**src/rtl/fetch_pkg.sv**
```systemverilog
// Shared definitions for the instruction fetch front end.
//   INST_W           : instruction / address width
//   NOP_INST_DEFAULT : default instruction substituted on error or flush
//   fetch_state_e    : fetch controller states
//   is_word_aligned  : true when a byte address sits on a 32-bit word boundary
package fetch_pkg;

    localparam int INST_W = 32;
    localparam logic [INST_W-1:0] NOP_INST_DEFAULT = 32'h0000_0000;

    typedef enum logic [1:0] {
        FS_IDLE = 2'd0,
        FS_REQ  = 2'd1,
        FS_WAIT = 2'd2
    } fetch_state_e;

    function automatic logic is_word_aligned(input logic [INST_W-1:0] addr);
        return (addr[1:0] == 2'b00);
    endfunction

endpackage

```
**src/rtl/fetch_timer.sv**
```systemverilog
// Saturating cycle counter used to bound the time a fetch may stay outstanding.
//   clk   : clock
//   rst_  : synchronous reset, active-high
//   clr   : clear the count to zero (wins over en)
//   en    : count up by one, saturating at the counter maximum
//   tc    : terminal count, high while the count equals TIMEOUT-1
module fetch_timer #(
    parameter int unsigned TIMEOUT = 255
) (
    input  logic clk,
    input  logic rst_,
    input  logic clr,
    input  logic en,
    output logic tc
);

    localparam logic [9:0] TC_VAL  = 10'(TIMEOUT - 32'd1);
    localparam logic [9:0] CNT_MAX = 10'h3FF;

    logic [9:0] count_r;

    // Count cycles while enabled, saturating so the count never wraps.
    always_ff @(posedge clk) begin
        if (rst_) begin
            count_r <= 10'd0;
        end else if (clr) begin
            count_r <= 10'd0;
        end else if (en && (count_r != CNT_MAX)) begin
            count_r <= count_r + 10'd1;
        end else begin
            count_r <= count_r;
        end
    end

    assign tc = (count_r == TC_VAL);

endmodule

```
**src/rtl/inst_fetch.sv**
```systemverilog
// Instruction fetch front end between the PC stage and instruction memory.
// Issues single-word reads over a req/gnt/rvalid bus and keeps the last
// fetched word in a one-entry line buffer that is looked up combinationally.
//   clk, rst_             : clock, synchronous active-high reset
//   pc, pc_vld            : fetch address from the PC stage
//   flush                 : drop the in-flight fetch and the buffer contents
//   inst_data/vld/err     : instruction toward IF/ID (err = misaligned or timeout)
//   stall_req             : PC stage must hold pc (miss outstanding)
//   mem_req, mem_addr     : read request to instruction memory
//   mem_gnt               : request accepted
//   mem_rvalid, mem_rdata : read response
module inst_fetch
    import fetch_pkg::*;
#(
    parameter int unsigned        TIMEOUT  = 255,
    parameter logic [INST_W-1:0]  NOP_INST = NOP_INST_DEFAULT
) (
    input  logic              clk,
    input  logic              rst_,
    input  logic [INST_W-1:0] pc,
    input  logic              pc_vld,
    input  logic              flush,
    output logic [INST_W-1:0] inst_data,
    output logic              inst_vld,
    output logic              inst_err,
    output logic              stall_req,
    output logic              mem_req,
    output logic [INST_W-1:0] mem_addr,
    input  logic              mem_gnt,
    input  logic              mem_rvalid,
    input  logic [INST_W-1:0] mem_rdata
);

    fetch_state_e      state_r;
    logic [INST_W-1:0] addr_r;
    logic [INST_W-1:0] buf_data_r;
    logic [INST_W-1:0] tag_r;
    logic              buf_valid_r;
    logic              err_flag_r;
    logic              stale_pend_r;
    logic              mem_req_r;

    logic              aligned_s;
    logic              hit_s;
    logic              miss_s;
    logic              start_s;
    logic              timer_clr_s;
    logic              timer_en_s;
    logic              timeout_s;

    assign aligned_s = is_word_aligned(pc);
    assign hit_s     = pc_vld & buf_valid_r & (tag_r == pc);
    assign miss_s    = pc_vld & aligned_s & ~hit_s;
    // A stale response still owed by memory blocks any new request.
    assign start_s   = (state_r == FS_IDLE) & miss_s & ~stale_pend_r & ~flush;

    assign timer_clr_s = (state_r == FS_IDLE);
    assign timer_en_s  = (state_r != FS_IDLE);

    fetch_timer #(
        .TIMEOUT (TIMEOUT)
    ) u_timer (
        .clk  (clk),
        .rst_ (rst_),
        .clr  (timer_clr_s),
        .en   (timer_en_s),
        .tc   (timeout_s)
    );

    // Fetch controller: request issue, response capture, timeout and flush handling.
    always_ff @(posedge clk) begin
        if (rst_) begin
            state_r      <= FS_IDLE;
            addr_r       <= 32'h0000_0000;
            buf_data_r   <= 32'h0000_0000;
            tag_r        <= 32'h0000_0000;
            buf_valid_r  <= 1'b0;
            err_flag_r   <= 1'b0;
            stale_pend_r <= 1'b0;
            mem_req_r    <= 1'b0;
        end else begin
            case (state_r)
                FS_IDLE: begin
                    if (flush) begin
                        buf_valid_r <= 1'b0;
                    end else if (start_s) begin
                        addr_r    <= pc;
                        mem_req_r <= 1'b1;
                        state_r   <= FS_REQ;
                    end
                    // The first response after an abandoned fetch belongs to it.
                    if (stale_pend_r && mem_rvalid) begin
                        stale_pend_r <= 1'b0;
                    end
                end
                FS_REQ: begin
                    if (flush) begin
                        buf_valid_r <= 1'b0;
                        mem_req_r   <= 1'b0;
                        state_r     <= FS_IDLE;
                        // Granted in the same cycle: a response is now owed.
                        if (mem_gnt) begin
                            stale_pend_r <= 1'b1;
                        end
                    end else if (timeout_s) begin
                        buf_data_r  <= NOP_INST;
                        tag_r       <= addr_r;
                        buf_valid_r <= 1'b1;
                        err_flag_r  <= 1'b1;
                        mem_req_r   <= 1'b0;
                        state_r     <= FS_IDLE;
                        if (mem_gnt) begin
                            stale_pend_r <= 1'b1;
                        end
                    end else if (mem_gnt) begin
                        mem_req_r <= 1'b0;
                        state_r   <= FS_WAIT;
                    end
                end
                FS_WAIT: begin
                    if (flush) begin
                        buf_valid_r <= 1'b0;
                        state_r     <= FS_IDLE;
                        // A response arriving with the flush is consumed here.
                        if (!mem_rvalid) begin
                            stale_pend_r <= 1'b1;
                        end
                    end else if (mem_rvalid) begin
                        buf_data_r  <= mem_rdata;
                        tag_r       <= addr_r;
                        buf_valid_r <= 1'b1;
                        err_flag_r  <= 1'b0;
                        state_r     <= FS_IDLE;
                    end else if (timeout_s) begin
                        buf_data_r   <= NOP_INST;
                        tag_r        <= addr_r;
                        buf_valid_r  <= 1'b1;
                        err_flag_r   <= 1'b1;
                        stale_pend_r <= 1'b1;
                        state_r      <= FS_IDLE;
                    end
                end
                default: begin
                    mem_req_r <= 1'b0;
                    state_r   <= FS_IDLE;
                end
            endcase
        end
    end

    assign mem_req  = mem_req_r;
    assign mem_addr = addr_r;

    // Instruction-side outputs: same-cycle buffer lookup and misalignment check.
    always_comb begin
        inst_data = NOP_INST;
        inst_vld  = 1'b0;
        inst_err  = 1'b0;
        stall_req = 1'b0;
        if (rst_) begin
            inst_data = 32'h0000_0000;
        end else if (!pc_vld) begin
            inst_data = NOP_INST;
        end else if (!aligned_s) begin
            inst_vld = 1'b1;
            inst_err = 1'b1;
        end else if (hit_s) begin
            inst_data = buf_data_r;
            inst_vld  = 1'b1;
            inst_err  = err_flag_r;
        end else begin
            stall_req = 1'b1;
        end
    end

endmodule

```
**config.mk**
```make
export PLATFORM = sky130hd
export DESIGN_NAME = inst_fetch
export DESIGN_NICKNAME = d
export VERILOG_FILES = /design/src/rtl/fetch_pkg.sv /design/src/rtl/fetch_timer.sv /design/src/rtl/inst_fetch.sv
export SDC_FILE = /design/constraint.sdc
export NUM_CORES = 1
export LEC_CHECK = 0
export CORE_AREA = 3 3 110 112
export CTS_CLUSTER_DIAMETER = 50
export DETAILED_ROUTE_END_ITERATION = 12
export DIE_AREA = 0 0 113 115
export HOLD_SLACK_MARGIN = 0.08
export PLACE_DENSITY_LB_ADDON = 0.08
export SYNTH_ARGS = -nofsm -noshare
export SYNTH_HDL_FRONTEND = slang
export SYNTH_SLANG_ARGS = --single-unit
```
**constraint.sdc**
```tcl
create_clock -name clk -period 3.8 [get_ports clk]
set_input_delay 0.76 -clock clk [delete_from_list [all_inputs] [get_ports clk]]
set_output_delay 0.76 -clock clk [all_outputs]
set_load 0.01 [all_outputs]
```
# --- Word level (Yosys, flattened, before mapping) ---
# Index checks and enable logic that the tools add are counted.
word_totals:
  out_inout_bits: 68
  regBits: 112
  romBits: 0
  ram_bits: 0
  memories: 0
  latch_bits: 0
  word_cells: 112
  inputBits: 70
classes:
  bitwise_logic: 11
  div_mod_pow: 0
  add_sub_neg: 1
  n_eq_ne: 16
  magnitude_cmp: 0
  shift: 0
  mul: 0
  n_reduce_logical: 14
  n_mux: 61
ops:
  columns: ["cell", "count"]
  rows:
  - ["two-way mux 32 bit", 12]
  - ["one-hot mux 32 bit (2 select lines)", 2]
  - ["two-way mux 1 bit", 34]
  - ["== test 32 bit", 1]
  - ["two-way mux 2 bit", 8]
  - ["inequality test 2 bit, second input constant", 6]
  - ["adder 10 x 1 -> 10 bit, second input constant", 1]
  - ["== test 10 x 8 -> 1 bit, second input constant", 1]
  - ["inequality test 10 bit, second input constant", 1]
  - ["one-hot mux 1 bit (3 select lines)", 3]
  - ["inequality test 4 bit, second input constant", 2]
  - ["AND reduction 4 bit", 2]
  - ["AND 1 bit", 7]
  - ["inequality test 3 bit, second input constant", 2]
  - ["one-hot mux 2 bit (3 select lines)", 1]
  - ["AND reduction 3 bit", 2]
  - ["AND reduction 5 bit", 1]
  - ["logical NOT 2 bit", 2]
  - ["inverter 1 bit", 4]
  - ["nonzero test 2 bit", 2]
  - ["nonzero test 3 bit", 1]
  - ["== test 2 x 1 -> 1 bit, second input constant", 1]
  - ["== test 2 bit, second input constant", 1]
  - ["logical AND 1 bit", 2]
  - ["other kinds (4)", 4]

# --- Longest topological paths before layout ---
# Gate-level depths: netlist of the first run.
logic_depth:
  word_depth: 10
  depth_mapped: 9
  depth_no_buf: 8

# --- Modules after synthesis ---
# From an unflattened synthesis of the first run, not the netlist that was laid out.
hier_totals:
  hier_cells: 639
  hier_area_um2: 5290.1
modules_own_cells:
  columns: ["module", "cells_per_inst", "n_inst", "seq_area_each_um2", "area_per_inst_um2"]
  rows:
  - ["inst_fetch", 564, 1, 2042.0, 4600.7]
  - ["fetch_timer", 75, 1, 200.2, 689.4]

# --- Worst setup path before layout of the first run ---
# OpenSTA, ideal clock, no wires.
synth_path:
  path_type: "input to output"
  startpoint: "in pc[24]"
  endpoint: "out inst_data[10]"
  cell_stages: 8
  t_required_ns: 3.040
  setup_slack_ns: 0.245
  arrival_time_ns: 2.795
  path_cell_list: "xnor2_1 nand4_1 or4_1 or4_1 buf_2 nor4_4 clkbuf_2 and2_1"
synth_between:
  elab_chain_cells: 6
synth_lines:
  columns: ["element", "line", "text"]
  rows:
  - ["start, declared", "inst_fetch.sv:20", "input logic [INST_W-1:0] pc,"]
  - ["== test 32 bit", "inst_fetch.sv:52", "assign hit_s = pc_vld & buf_valid_r & (tag_r == pc);"]
  - ["AND 1 bit", "inst_fetch.sv:52", null]
  - ["two-way mux 32 bit", "inst_fetch.sv:167", "end else if (hit_s) begin"]
  - ["two-way mux 32 bit", "inst_fetch.sv:164", "end else if (!aligned_s) begin"]
  - ["two-way mux 32 bit", "inst_fetch.sv:162", "end else if (!pc_vld) begin"]
  - ["two-way mux 32 bit", "inst_fetch.sv:160", "if (rst_) begin"]
  - ["end, declared", "inst_fetch.sv:23", "output logic [INST_W-1:0] inst_data,"]
# Every way passes these cells.

# --- Final worst setup path of the first run ---
layout_path:
  startpoint: "in pc[30]"
  endpoint: "out inst_data[0]"
# Same word-level chain as after synthesis.

==> results of run 1 <==
==> power groups by stage <==
stage               clock, mW  combinational (mW)  sequential (mW)
finish                   1.02               0.195             1.19
global route             1.09               0.208             1.19
CTS                      1.03               0.190             1.19
detailed placement          0               0.190             1.21
global placement            0               0.189             1.21
floorplan                   0              0.0619             1.22
==> cells in the mapped netlist <==
| cell type | number | area (um2) |
|---|---|---|
| nand4_1 | 35 | 219 |
| a41o_1 | 1 | 10.0 |
| dfxtp_1 | 112 | 2240 |
| buf_1 | 6 | 22.5 |
| xor2_1 | 20 | 175 |
| buf_2 | 2 | 10.0 |
| xnor2_1 | 21 | 184 |
| clkbuf_1 | 40 | 150 |
| a211oi_1 | 3 | 22.5 |
| a21oi_1 | 99 | 495 |
| and3_1 | 3 | 18.8 |
| or2_2 | 1 | 6.26 |
| ha_1 | 6 | 75.1 |
| nor3b_1 | 3 | 22.5 |
| o21ai_0 | 31 | 155 |
| nor4_1 | 6 | 37.5 |
| and2_1 | 34 | 213 |
| o21ai_1 | 1 | 5.00 |
| inv_1 | 6 | 22.5 |
| nand2b_1 | 1 | 6.26 |
| nor2_1 | 50 | 188 |
| a2111oi_0 | 2 | 17.5 |
| and4_1 | 1 | 8.76 |
| nand2_1 | 72 | 270 |
| nor4bb_1 | 1 | 10.0 |
| or4_1 | 3 | 22.5 |
| a32oi_1 | 1 | 8.76 |
| o221ai_1 | 1 | 8.76 |
| a221oi_1 | 1 | 8.76 |
| nor4_4 | 1 | 21.3 |
| nand3_1 | 9 | 45.0 |
| a21boi_0 | 1 | 7.51 |
| clkbuf_2 | 3 | 15.0 |
| o22a_1 | 1 | 8.76 |
| nor2b_1 | 2 | 12.5 |
| nor3_1 | 34 | 170 |
| and3b_1 | 1 | 8.76 |
| mux2i_1 | 1 | 10.0 |
| o31a_1 | 1 | 8.76 |
| o21a_1 | 3 | 22.5 |
==> cells by family (layout without fill, tap and decap cells) <==
family,count (synthesis),count (layout),synth area share (%)
multiplexers,1,1,0.202
AND/OR/NAND/NOR,257,257,25.8
XOR/XNOR,41,41,7.23
adder cells (fa/ha/maj),6,6,1.51
buffers and inverters,57,193,4.43
AO/OA/AOI/OAI,146,146,15.7
flip-flops,112,112,45.1
==> state kept, by name (all words and copies together), names as in the netlist <==
signal,flops
u_timer.count_r,10
buf_data_r,32
mem_addr,32
tag_r,32
state_r,2
stale_pend_r,1
mem_req,1
buf_valid_r,1
err_flag_r,1
==> metrics by stage <==
| stage | setup slack [ps] | hold slack (ps) | total power [mW] | std cells |
|---|---|---|---|---|
| detailed placement | -1060 | 456 | 1.40 | 870 |
| global placement | -1050 | 452 | 1.40 | 870 |
| finish | -140 | 465 | 2.40 | 899 |
| floorplan | 245 | 446 | 1.28 | 620 |
| CTS | -109 | 468 | 2.41 | 901 |
| global route | -232 | 489 | 2.48 | 899 |
==> worst max-delay path by stage <==
stage	from	end	depth (start not counted)
floorplan	pc[24]	inst_data[10]	8
global placement	pc[24]	inst_data[8]	9
detailed placement	pc[24]	inst_data[6]	9
CTS	pc[14]	inst_data[10]	12
global route	pc[30]	inst_data[0]	11
finish	pc[30]	inst_data[0]	11
==> area by class of cell <==
cell class,count,share of cell area [%]
multi-input combinational,451,38.3
sequential,112,31.0
timing repair buffer,171,23.4
clock buffer,11,3.36
tap,143,2.48
clock inverter,5,1.11
inverter,6,0.312
==> critical path, cell delays in order <==
cell and delay, ps:
buf_4 130, xnor2_2 130, nand3_1 130, or4_4 550
or4_4 550, nor4_4 250, buf_4 180, buf_6 130
buf_12 130, and2_4 140, buf_6 90
==> metal layers <==
metal | GRT usage (%) | wire length [um] | part of all wire (%)
met4 | 5.61 | 184 | 1.2
met5 | 0 | 0 | 0
met3 | 5.42 | 1070 | 6.9
met1 | 32.9 | 6840 | 44
met2 | 38.8 | 7410 | 48
==> repair_timing <==
| item | CTS | global route |
|---|---|---|
| endpoints found under the setup margin | 35 | 34 |
| cloned | 3 | 0 |
| hold endpoints to repair | 0 | 0 |
| setup buffers | 13 | 1 |
| gates resized for setup | 256 | 53 |
| pin swaps | 56 | 20 |
==> metrics.csv, run 1 <==
stage;metric;value;unit
finish;syn_to_final_growth;45.5;%
timing;final.setup.worst_slack;-140;ps
finish;antenna_cells;0;
cts;cts_root_buf;clkbuf_16;
worst_setup_path;r2r_end;state_r[1];
power;p_leak;2.71;nW
worst_setup_path;reg2reg_depth;9;
detailed_routing;first_iter_violations;367;
timing;period_minus_slack;3940;ps
timing;finalHoldViolations;0;
cts;cts_buffers;9;
detailed_routing;drt_first_pass_iters;5;
worst_setup_path;crit_arrival;3180;ps
worst_setup_path;r2r_setup_slack;1170;ps
cts;tritoncts;done;
power;swShare;21.7;%
power;intPower;1.88;mW
power;clkPwrFrac;42.4;%
synthesis;synth_nets;696;
global_route;grt_pass1_wl;25100;um
global_route;grt.total_usage;24.0;%
finish;fill_cells;981;
worst_setup_path;regToRegStartpoint;tag_r[24];
finish;nets;827;
run_status;status;complete, but fails checks;
cts;clockBufferDepth;2;
global_route;grt_max_degree;105;
finish;regArea;0.00224;mm2
min_path;hold_depth;2;
timing;tightest_slew;1110;ps
place;hpwlAfterDp;9760;um
floorplan;die_y;115;um
worst_setup_path;crit_path_max_fanout;8;
finish;fin_util;63.8;%
timing;fin_crit_sh;104;%
run_status;failed_checks;setup timing;
synthesis;synth-seq-area-share;45.1;%
synthesis;synth_cells;620;
finish;layout_commonest_cell;dfxtp_1;
finish;postLayoutCellArea;0.00723;mm2
finish;multiInputGateArea;0.00277;mm2
timing;timing.fmax;254;MHz
finish;mostFrequentLayoutCells;dfxtp_1 (112), a21oi_1 (99), nand2_1 (72);
detailed_routing;vias;4930;
min_path;hp-class;reg -> reg;
cts;h-tree-depth;3;
finish;drive_above_1_share;20.1;%
cts;path_clk_slew;70;ps
global_route;antenna_found_initial;0;
floorplan;initial_utilization;43.9;%
detailed_routing;routed_wl;15500;um
timing;skew;8.21;ps
synthesis;yosysUniqueCellTypes;40;
floorplan;num_rows;39;
floorplan;die_area;0.0130;mm2
place;globalplace.congestion;0.810;
power;ir_drop;253;uV
floorplan;core;0.0113;mm2
synthesis;synth_warnings;0;
timing;max_slew_margin;25.9;%
place;portBuffers;137;
worst_setup_path;path_class;in -> out;
global_route;grt_pass1_vias;4842;
synthesis;synth.avg_cell_area;8.01;um2
cts;clk_latency;350;ps
cts;postCtsHoldBufs;0;
synthesis;synth_seq_cells;112;
job;maxCapViolCount;0;
floorplan;ios;138;
detailed_routing;antenna_left;0;
min_path;hold_end;tag_r[29];
timing;slew_violations;0;
detailed_routing;drc_errors;0;
min_path;hp-start;tag_r[29];
detailed_routing;wl_per_cell;17.2;um
synthesis;synth_area;0.00497;mm2
timing;final.setup.tns;-2930;ps
global_route;grt_overflow;0;
power;p_sw;0.521;mW
power;p_comb_share;8.1;%
timing;rsz0062_at_grt;true;
worst_setup_path;critical_path_required;3040;ps
floorplan;die_w;113;um
power;seqPwrFrac;49.5;%
timing;setup_viol;30;
worst_setup_path;worstSetupEndpointType;output port;
place;placed_area;0.00652;mm2
power;power_density;332;mW/mm2
worst_setup_path;start_kind;primary input;
cts;cts.sinks;112;
detailed_routing;via_per_inst;5.48;
(Power assumes the default switching activity.)
==> inputs of run 2 (changes only) <==
- HOLD_SLACK_MARGIN: 0.08 -> 0.1
==> results of run 2 <==
The final DEF is identical to that of run 1; final timing and power are the same.
==> inputs of run 3 (changes only) <==
- CORE_AREA: 3 3 110 112 -> 3 3 106 108
- DIE_AREA: 0 0 113 115 -> 0 0 109 111
==> metrics.csv, run 3 (same netlist as run 1, synthesis figures left out) <==
stage;metric;value;unit;change
run_status;status;complete, but fails checks;;unchanged
run_status;failed_checks;setup timing;;unchanged
timing;period_minus_slack;3960;ps;was 3940 ps
detailed_routing;antenna_left;0;;unchanged
detailed_routing;first_iter_violations;450;;was 367
timing;timing.fmax;252;MHz;was 254 MHz
detailed_routing;routed_wl;15300;um;was 15500 um
power;power;2.06;mW;was 2.40 mW
floorplan;die_y;111;um;was 115 um
worst_setup_path;crit_path_max_fanout;4;;was 8
global_route;grt.total_usage;24.8;%;was 24.0%
cts;path_clk_slew;100;ps;was 70 ps
power;ir_drop;194;uV;was 253 uV
finish;drive_above_1_share;19.8;%;was 20.1%
detailed_routing;wl_per_cell;17.3;um;was 17.2 um
finish;mostFrequentLayoutCells;dfxtp_1 (110), a21oi_1 (99), clkdlybuf4s50_1 (76);;was dfxtp_1 (112), a21oi_1 (99), nand2_1 (72)
timing;final.setup.tns;-958;ps;was -2930 ps
timing;finalHoldViolations;0;;unchanged
timing;tightest_slew;1100;ps;was 1110 ps
detailed_routing;drc_errors;0;;unchanged
floorplan;ios;138;;unchanged
timing;fin_crit_sh;104;%;about the same
timing;slew_violations;0;;unchanged
finish;regArea;0.00224;mm2;about the same
global_route;grt_overflow;0;;unchanged
worst_setup_path;start_kind;primary input;;unchanged
timing;max_slew_margin;26.7;%;was 25.9%
worst_setup_path;worstSetupEndpointType;output port;;unchanged
place;hpwlAfterDp;9750;um;was 9760 um
finish;multiInputGateArea;0.00282;mm2;was 0.00277 mm2
power;power_density;290;mW/mm2;was 332 mW/mm2
worst_setup_path;crit_arrival;3200;ps;was 3180 ps
global_route;grt_pass1_wl;24300;um;was 25100 um
cts;clk_latency;380;ps;was 350 ps
worst_setup_path;critical_path_required;3040;ps;about the same
min_path;hp-class;reg -> reg;;unchanged
place;placed_area;0.00650;mm2;was 0.00652 mm2
timing;setup_viol;29;;was 30
floorplan;die_area;0.0121;mm2;was 0.0130 mm2
cts;cts_buffers;9;;unchanged
job;maxCapViolCount;0;;unchanged
floorplan;core;0.0103;mm2;was 0.0113 mm2
finish;fill_cells;865;;was 981
detailed_routing;vias;4960;;was 4930
floorplan;num_rows;37;;was 39
place;globalplace.congestion;0.818;;was 0.810
finish;postLayoutCellArea;0.00710;mm2;was 0.00723 mm2
timing;skew;14.6;ps;was 8.21 ps
finish;fin_util;68.8;%;was 63.8%
cts;cts_root_buf;clkbuf_8;;was clkbuf_16
place;portBuffers;137;;unchanged
timing;rsz0062_at_grt;true;;unchanged
global_route;grt_max_degree;105;;unchanged
finish;stdcell_count;888;;was 899
timing;final.setup.worst_slack;-165;ps;was -140 ps
global_route;antenna_found_initial;0;;unchanged
finish;layout_commonest_cell;dfxtp_1;;unchanged
cts;h-tree-depth;3;;unchanged
power;p_leak;2.67;nW;was 2.71 nW
floorplan;initial_utilization;48.1;%;was 43.9%
cts;tritoncts;done;;unchanged
detailed_routing;via_per_inst;5.59;;was 5.48
detailed_routing;drt_first_pass_iters;5;;unchanged
floorplan;die_w;109;um;was 113 um
worst_setup_path;path_class;in -> out;;unchanged
finish;antenna_cells;0;;unchanged
timing;hold_slack;472;ps;was 465 ps
global_route;grt_pass1_vias;4701;;was 4842
finish;syn_to_final_growth;43.0;%;was 45.5%
cts;postCtsHoldBufs;0;;unchanged
cts;cts.sinks;112;;unchanged
place;dp.cells;862;;was 870
place;pre_cts_ws;-1010;ps;was -1060 ps
cts;clockBufferDepth;2;;unchanged
finish;nets;823;;was 827
run 3: timing repair:
item,in CTS,in global routing
pin swaps,37,33
gates cloned,2,1
gates resized for setup,225,84
setup endpoints to repair,35,34
setup buffers,6,3
run 3: power breakdown:
group	total, mW	leakage [nW]	switching, mW	internal [mW]
Clock	0.669	0.0926	0.410	0.259
Combinational	0.205	1.67	0.0966	0.108
Sequential	1.19	0.904	0.00626	1.18
run 3: final cells by class:
cell class	instances	share of cell area, %
clock inverters	6	0.617
well taps	136	2.40
inverters	6	0.317
repair buffers	167	23.4
clock buffers	10	1.94
flip-flops and latches	112	31.6
multi-input cells	451	39.8
run 3: final timing paths:
kind | start | endpoint | slack [ps] | cells after the start
max | pc[14] | inst_data[25] | -160 | 12
min | tag_r[22] | tag_r[22] | 470 | 2
max reg2reg | tag_r[5] | state_r[1] | 1160 | 9
min reg2reg | tag_r[22] | tag_r[22] | 470 | 2
run 3: layer usage:
metal	vias up	wire length [um]	track usage, %
met5	-	0	0
met4	0	148	4.29
met3	20	1070	5.07
met2	181	7490	40.3
met1	2375	6640	34.4
li1	2384	-	-
run 3: critical path: stages:
cell	delay, ps
buf_6	110
xnor2_4	160
nand4_1	110
or4_4	530
or4_4	550
nor4_4	270
buf_4	180
clkbuf_16	130
buf_6	90
buf_6	80
and2_1	100
buf_2	120
